$ cat src/rtl/uart_fifo_device_pkg.sv
// Shared definitions for uart_fifo_device: register offsets, status/control
// bit layout and the TX/RX FSM state encodings.
package uart_fifo_device_pkg;

  localparam int unsigned DATA_W = 8;

  // Register offsets from ADDR_BASE
  localparam logic [7:0] REG_STATUS = 8'd0;
  localparam logic [7:0] REG_DATA   = 8'd1;
  localparam logic [7:0] REG_CTRL   = 8'd2;
  localparam logic [7:0] REG_COUNT  = 8'd3;

  // Control register bits
  localparam int unsigned CTRL_CLEAR = 0;
  localparam int unsigned CTRL_FLUSH = 1;

  // Status register layout; first member is bit 7
  typedef struct packed {
    logic zero;
    logic tx_overflow;
    logic frame_err;
    logic rx_overrun;
    logic rx_full;
    logic rx_avail;
    logic tx_full;
    logic tx_busy;
  } status_t;

  // Sticky error flags
  typedef struct packed {
    logic tx_overflow;
    logic frame_err;
    logic rx_overrun;
  } sticky_t;

  typedef enum logic [1:0] {
    TX_IDLE,
    TX_START,
    TX_DATA,
    TX_STOP
  } tx_state_t;

  typedef enum logic [2:0] {
    RX_IDLE,
    RX_START,
    RX_DATA,
    RX_STOP,
    RX_WAIT_HIGH
  } rx_state_t;

endpackage

$ cat src/rtl/uart_fifo_device_fifo.sv
// uart_sync_fifo: synchronous FIFO with push/pop/flush.
// Ports: clk, reset (sync, active high), push/wdata, pop -> rdata (registered
// on a successful pop), flush (empties the queue), full/empty (registered).
module uart_sync_fifo #(
  parameter int unsigned WIDTH = 8,
  parameter int unsigned DEPTH = 8
) (
  input  logic             clk,
  input  logic             reset,
  input  logic             push,
  input  logic             pop,
  input  logic             flush,
  input  logic [WIDTH-1:0] wdata,
  output logic [WIDTH-1:0] rdata,
  output logic             full,
  output logic             empty
);

  localparam int unsigned AW = $clog2(DEPTH);
  localparam int unsigned CW = AW + 1;

  logic [WIDTH-1:0] mem [DEPTH];
  logic [AW-1:0]    wptr;
  logic [AW-1:0]    rptr;
  logic [CW-1:0]    count;
  logic [CW-1:0]    count_n;
  logic             do_push;
  logic             do_pop;

  // Pop of an empty queue is ignored; push into a full queue needs a pop alongside
  assign do_pop  = pop & ~empty;
  assign do_push = push & (~full | do_pop);

  // Next occupancy
  always_comb begin
    count_n = count;
    if (flush)
      count_n = '0;
    else if (do_push && !do_pop)
      count_n = count + CW'(1);
    else if (do_pop && !do_push)
      count_n = count - CW'(1);
  end

  // Pointers, occupancy, flags and read data
  always_ff @(posedge clk) begin
    if (reset) begin
      wptr  <= '0;
      rptr  <= '0;
      count <= '0;
      full  <= 1'b0;
      empty <= 1'b1;
      rdata <= '0;
    end else begin
      count <= count_n;
      full  <= (count_n == CW'(DEPTH));
      empty <= (count_n == '0);
      // A pop coinciding with a flush still delivers the head
      if (do_pop)
        rdata <= mem[rptr];
      if (flush) begin
        wptr <= '0;
        rptr <= '0;
      end else begin
        if (do_push)
          wptr <= wptr + AW'(1);
        if (do_pop)
          rptr <= rptr + AW'(1);
      end
    end
  end

  // Storage array
  always_ff @(posedge clk) begin
    if (do_push && !flush)
      mem[wptr] <= wdata;
  end

endmodule

$ cat src/rtl/uart_fifo_device.sv
// uart_fifo_device: bus-mapped full-duplex 8N1 UART with TX/RX FIFOs.
// Ports: clk, reset (sync, active high); bus: enable, address, write, dbus_in,
// dbus_out (read data, one cycle after access); serial: tx (idle 1), rx (async).
module uart_fifo_device
  import uart_fifo_device_pkg::*;
#(
  parameter int unsigned CLKS_PER_BIT = 16,
  parameter int unsigned FIFO_DEPTH   = 8,
  parameter logic [7:0]  ADDR_BASE    = 8'h00
) (
  input  logic        clk,
  input  logic        reset,
  input  logic        enable,
  input  logic [7:0]  address,
  input  logic        write,
  input  logic [7:0]  dbus_in,
  output logic [7:0]  dbus_out,
  output logic        tx,
  input  logic        rx
);

  localparam int unsigned CW = $clog2(CLKS_PER_BIT);
  localparam logic [CW-1:0] CELL_LAST = CW'(CLKS_PER_BIT - 1);
  localparam logic [CW-1:0] HALF_LAST = CW'(CLKS_PER_BIT / 2 - 1);

  // Bus decode
  logic       enable_q;
  logic       acc;
  logic [7:0] off;
  logic       hit;
  logic       wr_data, rd_data, rd_status, wr_ctrl, rd_ctrl;

  assign acc       = enable & ~enable_q;
  assign off       = address - ADDR_BASE;
  assign hit       = acc & (off < REG_COUNT);
  assign wr_data   = hit &  write & (off == REG_DATA);
  assign rd_data   = hit & ~write & (off == REG_DATA);
  assign rd_status = hit & ~write & (off == REG_STATUS);
  assign wr_ctrl   = hit &  write & (off == REG_CTRL);
  assign rd_ctrl   = hit & ~write & (off == REG_CTRL);

  logic clr, flush;
  assign clr   = wr_ctrl & dbus_in[CTRL_CLEAR];
  assign flush = wr_ctrl & dbus_in[CTRL_FLUSH];

  // FIFOs
  logic             tx_pop, tx_full, tx_empty;
  logic [DATA_W-1:0] tx_rdata;
  logic             rx_push, rx_pop, rx_full, rx_empty;
  logic [DATA_W-1:0] rx_rdata;
  logic [DATA_W-1:0] rx_sh, rx_sh_n;

  assign rx_pop = rd_data & ~rx_empty;

  uart_sync_fifo #(.WIDTH(DATA_W), .DEPTH(FIFO_DEPTH)) u_tx_fifo (
    .clk   (clk),
    .reset (reset),
    .push  (wr_data),
    .pop   (tx_pop),
    .flush (flush),
    .wdata (dbus_in),
    .rdata (tx_rdata),
    .full  (tx_full),
    .empty (tx_empty)
  );

  uart_sync_fifo #(.WIDTH(DATA_W), .DEPTH(FIFO_DEPTH)) u_rx_fifo (
    .clk   (clk),
    .reset (reset),
    .push  (rx_push),
    .pop   (rx_pop),
    .flush (flush),
    .wdata (rx_sh),
    .rdata (rx_rdata),
    .full  (rx_full),
    .empty (rx_empty)
  );

  // TX FSM
  tx_state_t         tx_state, tx_state_n;
  logic [CW-1:0]     tx_cnt, tx_cnt_n;
  logic [2:0]        tx_bit, tx_bit_n;
  logic [DATA_W-1:0] tx_sh, tx_sh_n;
  logic              tx_n;

  always_ff @(posedge clk) begin
    if (reset) begin
      tx_state <= TX_IDLE;
      tx_cnt   <= '0;
      tx_bit   <= '0;
      tx_sh    <= '0;
      tx       <= 1'b1;
    end else begin
      tx_state <= tx_state_n;
      tx_cnt   <= tx_cnt_n;
      tx_bit   <= tx_bit_n;
      tx_sh    <= tx_sh_n;
      tx       <= tx_n;
    end
  end

  // The popped byte lands in tx_rdata during START and is loaded at its end
  always_comb begin
    tx_state_n = tx_state;
    tx_cnt_n   = tx_cnt;
    tx_bit_n   = tx_bit;
    tx_sh_n    = tx_sh;
    tx_n       = tx;
    tx_pop     = 1'b0;
    unique case (tx_state)
      TX_IDLE: begin
        tx_n = 1'b1;
        if (!tx_empty) begin
          tx_pop     = 1'b1;
          tx_state_n = TX_START;
          tx_cnt_n   = '0;
          tx_n       = 1'b0;
        end
      end
      TX_START: begin
        if (tx_cnt == CELL_LAST) begin
          tx_state_n = TX_DATA;
          tx_cnt_n   = '0;
          tx_bit_n   = '0;
          tx_sh_n    = tx_rdata;
          tx_n       = tx_rdata[0];
        end else begin
          tx_cnt_n = tx_cnt + CW'(1);
        end
      end
      TX_DATA: begin
        if (tx_cnt == CELL_LAST) begin
          tx_cnt_n = '0;
          if (tx_bit == 3'd7) begin
            tx_state_n = TX_STOP;
            tx_n       = 1'b1;
          end else begin
            tx_bit_n = tx_bit + 3'd1;
            tx_sh_n  = {1'b0, tx_sh[DATA_W-1:1]};
            tx_n     = tx_sh[1];
          end
        end else begin
          tx_cnt_n = tx_cnt + CW'(1);
        end
      end
      TX_STOP: begin
        if (tx_cnt == CELL_LAST) begin
          tx_cnt_n = '0;
          // Chain straight into the next frame when more data is queued
          if (!tx_empty) begin
            tx_pop     = 1'b1;
            tx_state_n = TX_START;
            tx_n       = 1'b0;
          end else begin
            tx_state_n = TX_IDLE;
            tx_n       = 1'b1;
          end
        end else begin
          tx_cnt_n = tx_cnt + CW'(1);
        end
      end
      default: tx_state_n = TX_IDLE;
    endcase
  end

  // RX synchroniser
  logic rx_m, rx_s;

  always_ff @(posedge clk) begin
    if (reset) begin
      rx_m <= 1'b1;
      rx_s <= 1'b1;
    end else begin
      rx_m <= rx;
      rx_s <= rx_m;
    end
  end

  // RX FSM
  rx_state_t     rx_state, rx_state_n;
  logic [CW-1:0] rx_cnt, rx_cnt_n;
  logic [2:0]    rx_bit, rx_bit_n;
  logic          frame_set;

  always_ff @(posedge clk) begin
    if (reset) begin
      rx_state <= RX_IDLE;
      rx_cnt   <= '0;
      rx_bit   <= '0;
      rx_sh    <= '0;
    end else begin
      rx_state <= rx_state_n;
      rx_cnt   <= rx_cnt_n;
      rx_bit   <= rx_bit_n;
      rx_sh    <= rx_sh_n;
    end
  end

  // Start bit is confirmed half a cell in; every later sample is a full cell apart
  always_comb begin
    rx_state_n = rx_state;
    rx_cnt_n   = rx_cnt;
    rx_bit_n   = rx_bit;
    rx_sh_n    = rx_sh;
    rx_push    = 1'b0;
    frame_set  = 1'b0;
    unique case (rx_state)
      RX_IDLE: begin
        if (!rx_s) begin
          rx_state_n = RX_START;
          rx_cnt_n   = '0;
        end
      end
      RX_START: begin
        if (rx_cnt == HALF_LAST) begin
          rx_cnt_n   = '0;
          rx_bit_n   = '0;
          rx_state_n = rx_s ? RX_IDLE : RX_DATA;
        end else begin
          rx_cnt_n = rx_cnt + CW'(1);
        end
      end
      RX_DATA: begin
        if (rx_cnt == CELL_LAST) begin
          rx_cnt_n = '0;
          rx_sh_n  = {rx_s, rx_sh[DATA_W-1:1]};
          if (rx_bit == 3'd7)
            rx_state_n = RX_STOP;
          else
            rx_bit_n = rx_bit + 3'd1;
        end else begin
          rx_cnt_n = rx_cnt + CW'(1);
        end
      end
      RX_STOP: begin
        if (rx_cnt == CELL_LAST) begin
          rx_cnt_n = '0;
          if (rx_s) begin
            rx_push    = 1'b1;
            rx_state_n = RX_IDLE;
          end else begin
            frame_set  = 1'b1;
            rx_state_n = RX_WAIT_HIGH;
          end
        end else begin
          rx_cnt_n = rx_cnt + CW'(1);
        end
      end
      RX_WAIT_HIGH: begin
        if (rx_s)
          rx_state_n = RX_IDLE;
      end
      default: rx_state_n = RX_IDLE;
    endcase
  end

  // Status and sticky flags; a set in the same cycle as a clear wins
  sticky_t sticky, sticky_set;
  status_t status;

  always_comb begin
    sticky_set             = '0;
    sticky_set.tx_overflow = wr_data & tx_full & ~tx_pop;
    sticky_set.frame_err   = frame_set;
    sticky_set.rx_overrun  = rx_push & rx_full & ~rx_pop;
  end

  always_comb begin
    status             = '0;
    status.tx_busy     = (tx_state != TX_IDLE) | ~tx_empty;
    status.tx_full     = tx_full;
    status.rx_avail    = ~rx_empty;
    status.rx_full     = rx_full;
    status.rx_overrun  = sticky.rx_overrun;
    status.frame_err   = sticky.frame_err;
    status.tx_overflow = sticky.tx_overflow;
  end

  // Read path: a pop shows the FIFO's registered head the next cycle, then it is held
  logic [7:0] dbus_q;
  logic       rd_pop_q;

  always_ff @(posedge clk) begin
    if (reset) begin
      enable_q <= 1'b0;
      rd_pop_q <= 1'b0;
      dbus_q   <= '0;
      sticky   <= '0;
    end else begin
      enable_q <= enable;
      rd_pop_q <= rx_pop;
      sticky   <= sticky_t'((sticky & ~{3{clr}}) | sticky_set);
      if (rd_pop_q)
        dbus_q <= rx_rdata;
      if (rd_status)
        dbus_q <= status;
      else if (rd_ctrl || (rd_data && rx_empty))
        dbus_q <= '0;
    end
  end

  assign dbus_out = rd_pop_q ? rx_rdata : dbus_q;

endmodule
$ cat config.mk
export PLATFORM = sky130hd
export DESIGN_NAME = uart_fifo_device
export DESIGN_NICKNAME = d
export VERILOG_FILES = /design/src/rtl/uart_fifo_device_pkg.sv /design/src/rtl/uart_fifo_device_fifo.sv /design/src/rtl/uart_fifo_device.sv
export SDC_FILE = /design/constraint.sdc
export NUM_CORES = 1
export LEC_CHECK = 0
export BUFFER_PORTS_ARGS = -buffer_cell sky130_fd_sc_hd__buf_2
export CORE_MARGIN = 2
export CORE_UTILIZATION = 50
export DETAILED_ROUTE_END_ITERATION = 10
export PLACE_DENSITY = 0.73
export REMOVE_ABC_BUFFERS = 1
export SLEW_MARGIN = 10
export SYNTH_ARGS = -nofsm -noshare
export SYNTH_HDL_FRONTEND = slang
export SYNTH_SLANG_ARGS = --single-unit
$ cat constraint.sdc
create_clock -name clk -period 2.9 [get_ports clk]
set_clock_uncertainty 0.15 [all_clocks]
set_input_delay 0.58 -clock clk [delete_from_list [all_inputs] [get_ports clk]]
set_output_delay 0.58 -clock clk [all_outputs]
set_load 0.01 [all_outputs]
==> results of run 1 <==
## where the power goes
part           switching [µW]  internal (µW)  total (µW)
logic                     508            417         925
registers                 106           3370        3480
clock network            1190           1910        3100
## kinds of logic (layout without fill, tap and decap cells)
kind of cell             after synthesis  in the layout  share of synthesized area [%]
flip-flops                           218            218                          62.00
AND/OR/NAND/NOR                      201            201                          11.52
AO/OA/AOI/OAI                         94             94                          7.201
multiplexers                          80             80                          13.30
buffers and inverters                 48            122                          2.116
adder cells (fa/ha/maj)               19             19                          2.611
XOR/XNOR                              13             13                          1.251
## worst max path at each step
stage,to,from,depth (start not counted)
2_1_floorplan,u_tx_fifo.mem[1][0]$_DFFE_PP_,tx_state[0]$_SDFFE_PP0P_,5
3_3_place_gp,u_tx_fifo.mem[5][6]$_DFFE_PP_,address[5],5
3_5_place_dp,u_tx_fifo.mem[5][1]$_DFFE_PP_,address[5],5
4_1_cts,u_tx_fifo.mem[5][2]$_DFFE_PP_,tx_state[0]$_SDFFE_PP0P_,5
5_1_grt,u_rx_fifo.mem[4][5]$_DFFE_PP_,rx_cnt[0]$_SDFFE_PP0P_,7
6_report,u_rx_fifo.mem[4][6]$_DFFE_PP_,rx_cnt[0]$_SDFFE_PP0P_,7
## through the flow
| stage | std cells | total power [µW] |
|---|---|---|
| after floorplan | 640 | 4197 |
| after CTS | 976 | 7556 |
| final | 976 | 7501 |
| after global routing | 976 | 7789 |
| after detailed placement | 935 | 4459 |
| after global placement | 935 | 4417 |
## final cells by class
type	count	area, µm²
fill	1362	7402
sequential	218	5645
multi-input combinational	407	3282
clock buffer	25	583.1
timing repair buffer	66	422.9
tap	229	286.5
clock inverter	16	224.0
inverter	15	56.30
## layout by cell type (no fill, tap or decap), types with 23 or more instances in the layout
master and instances:
dfxtp_1 90, a211oi_1 25, buf_4 37, nor2_1 79
mux2i_1 40, nand2_1 29, edfxtp_1 128, a21oi_1 25
buf_2 29, mux4_2 32, clkbuf_16 23
## state kept, by name, indices dropped and copies added (netlist names), 7 cells and up
name             cells
u_rx_fifo.mem       64
u_tx_fifo.mem       64
dbus_q               8
rx_sh                8
u_rx_fifo.rdata      8
u_tx_fifo.rdata      8
tx_sh                7
## worst max-delay path: cells and delay by family, from the launching register on
kind	cells	cell delay, ns
adders and majority gates	1	0.21
buffers and inverters	1	0.15
AOI/OAI and AO/OA	1	0.14
and+or+nand+nor	4	1.15
DFF	1	0.39
## layer usage
| metal | up-vias | GRT usage, % | share of wire (%) |
|---|---|---|---|
| met5 | - | 0 | 0 |
| met4 | 0 | 5.104 | 1.5 |
| met3 | 25 | 3.246 | 4.9 |
| met2 | 136 | 32.20 | 50 |
| met1 | 2771 | 26.63 | 44 |
| li1 | 2657 | - | - |
==> impl_metrics.yaml, run 1 <==
synth:
  yosysWarnings: 0
  yosysTopAreaCell: "edfxtp_1"
  synth_edf_count: 128
  synth_top_area_share_pct: 42.22
  syn_area_mm2: 0.009105
  syn_area_per_cell_um2: 13.53
  synth_cells: 673
  synth_seq_cells: 218
  synth_async_sr_flop_share_pct: 0
  seq_area_frac_synth_pct: 62.00
  ys_types: 68
  yosys-top-cells-count: "edfxtp_1, dfxtp_1, nor2_1, mux2i_1, mux4_2"
  synth.area.top_cells: "edfxtp_1, dfxtp_1, mux4_2"
  synth_top_flop_cell: "edfxtp_1"
  synth.most_common_cell: "edfxtp_1"
routing:
  wl_per_cell_um: 19.17
  dr.pass1.iters: 5
  via_count: 5589
  wirelength_um: 18710
  drt_iter0_drc: 483
  ant_nets: 0
  drc_errors: 0
  via_per_inst: 5.726
clocking:
  post_cts_resize_count: 0
  post_cts_buffers: 0
  htree_num_levels: 1
  ctsRootBufferMaster: "clkbuf_16"
  cts_made_buffers: 23
  cts_hold_buf: 0
  cts.sinks: 218
  cts_tree: "yes"
  cts.path.max_buffers: 3
  path_clk_slew_ns: 0.06
  clkLatencyLatePin_ns: 0.51
power:
  p_per_area_mw_per_mm2: 714.3
  peakVddDrop_v: 0.0005379
  p_leak_uw: 0.003568
status:
  status: "finished clean"
timing:
  final-setup-viol-count: 0
  max_slew_margin_pct: 37.08
  finalCritPeriodShare_pct: 88.33
  clock.fmax_mhz: 390.4
  min_period_ns: 2.562
  tightest_slew_ns: 0.9366
  maxSlewViolCount: 0
  finalHoldViolCount: 0
  hold_ws_ns: 0.1056
  rsz0062_at_grt: "no"
  worst_slack_ns: 0.3384
  tns_ns: 0
final_layout:
  diodes: 0
  finalNetCount: 771
  layout-drive-gt1-share_pct: 22.09
  fin_util_pct: 58.65
  final_cell_area_mm2: 0.01050
  syn2layout_area_growth_pct: 15.32
die:
  core_mm2: 0.01790
  io_pins: 30
  core.rowCount: 49
  initial_utilization_pct: 50.86
  die-area_mm2: 0.01931
  die_w_um: 138.9
  die_height_um: 138.9
grt:
  grt_pass1_vias: 5619
  overflow: 0
  grt_max_degree: 30
  grt_pass1_wl_um: 30100
  antenna_found_initial: 0
  grt_usage_pct: 19.32
setup_path:
  timing.rr.end: "u_rx_fifo.mem[4][6]$_DFFE_PP_"
  cp.required_ns: 2.88
  cp.arrival_ns: 2.54
  reg2reg_depth: 7
  regToRegStartpoint: "rx_cnt[0]$_SDFFE_PP0P_"
  startpoint_type: "flop"
  crit_slowest_cell: "nor3_1"
  critPathMaxStageDelay_ns: 0.73
  endpoint_kind: "flop"
  worst-path-max-fanout: 8
  worstSetupPathType: "flop to flop"
  reg2reg_slack_ns: 0.34
  crit_chain: "ha_1 > and3_1 > nand2_1 > a21oi_1 > buf_4 > nand3_1 > nor3_1"
min_path:
  hold_class: "input pin to flop"
  whs_path_depth: 2
  worstHoldStart: "rx"
  hold_end: "rx_m$_SDFF_PP1_"
placement:
  place.gp.congestion: 0.8576
  place_ws_ns: -0.2705
  dpl.hpwl_um: 12430
  portBuffers: 29
  place_area_mm2: 0.009683
job:
  drv_cap: 0
No activity file was read; power rests on OpenSTA's default activity.
==> run 2, diff against run 1 <==
- SYNTH_HIERARCHICAL: default -> 1
==> impl_metrics.yaml, run 2 <==
clocking:
  cts.path.max_buffers: 3
  cts.sinks: 218
  cts_hold_buf: 0
  cts_made_buffers: 22
  ctsRootBufferMaster: "clkbuf_16"
  path_clk_slew_ns: 0.06
  clkLatencyLatePin_ns: 0.49
  post_cts_buffers: 0
  post_cts_resize_count: 0
  htree_num_levels: 1
  cts_tree: "yes"
final_layout:
  fillers: 1381
  final_common_cell: "edfxtp_1"
  layout_common_cells: "edfxtp_1, dfxtp_1, nor2_1, nand2_1"
  layout-drive-gt1-share_pct: 21.40
  final_cells: 972
  syn2layout_area_growth_pct: 13.37
  reg_top3: "u_rx_fifo/mem (64), u_tx_fifo/mem (64)"
  finalNetCount: 767
  diodes: 0
  fin_util_pct: 58.11
  final_cell_area_mm2: 0.01047
grt:
  grt_pass1_vias: 5734
  grt_usage_pct: 18.17
  grt_max_degree: 29
  antenna_found_initial: 0
  grt_pass1_wl_um: 28670
  overflow: 0
routing:
  via_per_inst: 5.792
  via_count: 5630
  wirelength_um: 17830
  drc_errors: 0
  ant_nets: 0
  wl_per_cell_um: 18.35
  drt_iter0_drc: 420
  dr.pass1.iters: 5
synth:
  synth_seq_cells: 218
  synth_top_flop_cell: "edfxtp_1"
  seq_area_frac_synth_pct: 61.11
  synth_top_area_share_pct: 41.60
  syn_area_per_cell_um2: 13.53
  synth_cells: 683
  synth.area.top_cells: "edfxtp_1, dfxtp_1, mux4_2"
  ys_types: 63
  yosysWarnings: 6
  yosys-top-cells-count: "edfxtp_1, dfxtp_1, nor2_1, nand2_1"
  synth_edf_count: 128
  synth.most_common_cell: "edfxtp_1"
  synth_async_sr_flop_share_pct: 0
  syn_area_mm2: 0.009239
  yosysTopAreaCell: "edfxtp_1"
setup_path:
  cp.required_ns: 2.88
  cp.arrival_ns: 2.69
  startpoint_type: "flop"
  worst-path-max-fanout: 8
  endpoint_kind: "flop"
  worstSetupPathType: "flop to flop"
power:
  peakVddDrop_v: 0.0004788
  power_uw: 6244
  p_per_area_mw_per_mm2: 596.2
  p_leak_uw: 0.003481
die:
  io_pins: 30
  die_height_um: 139.9
  die-area_mm2: 0.01958
  die_w_um: 139.9
  initial_utilization_pct: 51.26
  core_mm2: 0.01802
  core.rowCount: 49
timing:
  finalHoldViolCount: 0
  finalCritPeriodShare_pct: 93.65
  max_slew_margin_pct: 38.49
  clock.fmax_mhz: 368.2
  tightest_slew_ns: 0.9213
  min_period_ns: 2.716
  tns_ns: 0
  rsz0062_at_grt: "no"
  final-setup-viol-count: 0
  maxSlewViolCount: 0
placement:
  place.gp.congestion: 0.7866
  portBuffers: 29
  dpl.hpwl_um: 11940
  dp.cells: 932
  place_area_mm2: 0.009722
status:
  status: "finished clean"
min_path:
  hold_class: "input pin to flop"
job:
  drv_cap: 0
-- run 2: cell types whose count changed in the layout (fill, tap and decap cells not counted), sizes merged, moves of 7 or more --
| cell | previous run | this run |
|---|---|---|
| nand2 | 29 | 37 |
| nand3b | 2 | 9 |
| mux2i | 40 | 32 |
| inv | 17 | 10 |
| clkbuf | 25 | 34 |
-- run 2: path summary, 6_finish.rpt --
check	start	to	slack (ns)	cells past startpoint
setup reg to reg	tx_state[0]$_SDFFE_PP0P_	u_tx_fifo/mem[1][6]$_DFFE_PP_	0.18	8
hold reg to reg	rx_m$_SDFF_PP1_	rx_s$_SDFF_PP1_	0.26	1
hold / removal	rx	rx_m$_SDFF_PP1_	0.13	2
setup / recovery	tx_state[0]$_SDFFE_PP0P_	u_tx_fifo/mem[1][6]$_DFFE_PP_	0.18	8
-- run 2: cells by family after synthesis --
group / after synthesis / synth area share, %
xor+xnor: 15 / 1.503
flops: 218 / 61.11
simple gates: 212 / 12.51
mux: 72 / 12.24
buf+inv: 50 / 2.627
fa+ha+maj: 19 / 2.573
compound gates: 97 / 7.435
-- run 2: area by class of cell --
cell class | count | area [µm²] | area share [%]
multi-input combinational | 415 | 3364 | 32.12
sequential | 218 | 5645 | 53.90
tap | 229 | 286.5 | 2.736
clock buffer | 34 | 690.7 | 6.594
timing repair buffer | 60 | 390.4 | 3.727
inverter | 10 | 42.54 | 0.4062
clock inverter | 6 | 53.80 | 0.5137
-- run 2: metal layers --
metal  global-route usage [%]  vias to the layer above  share of wire [%]
met5                        0                        -                  0
met4                    5.000                        0                1.8
met3                    3.009                       27                5.4
met2                    31.86                      162                 50
met1                    23.56                     2774                 43
li1                         -                     2667                  -
-- run 2: power by group --
part	leakage, µW	total (µW)	internal (µW)	switching [µW]
registers	0.00189	3270	3260	8.65
clock network	0.000371	2830	1730	1100
logic	0.00122	140	49.2	91.3
-- run 2: per-stage QoR --
stage | setup WS (ns) | hold WS (ns)
detailed placement | -0.06066 | 0.2448
finish | 0.1841 | 0.1310
CTS | 0.06728 | 0.1179
global route | 0.01221 | 0.1268
floorplan | -0.4105 | 0.2395
global placement | 0.01844 | 0.2513
-- run 2: worst max-delay path, cell delays in order, from the launching register on --
cell and delay [ns]:
dfxtp_1 0.38, inv_1 0.11, ha_1 0.37, nor3_1 0.35
nand2b_1 0.19, nand2_1 0.12, nand2_1 0.09, nor2_1 0.11
and3_1 0.49
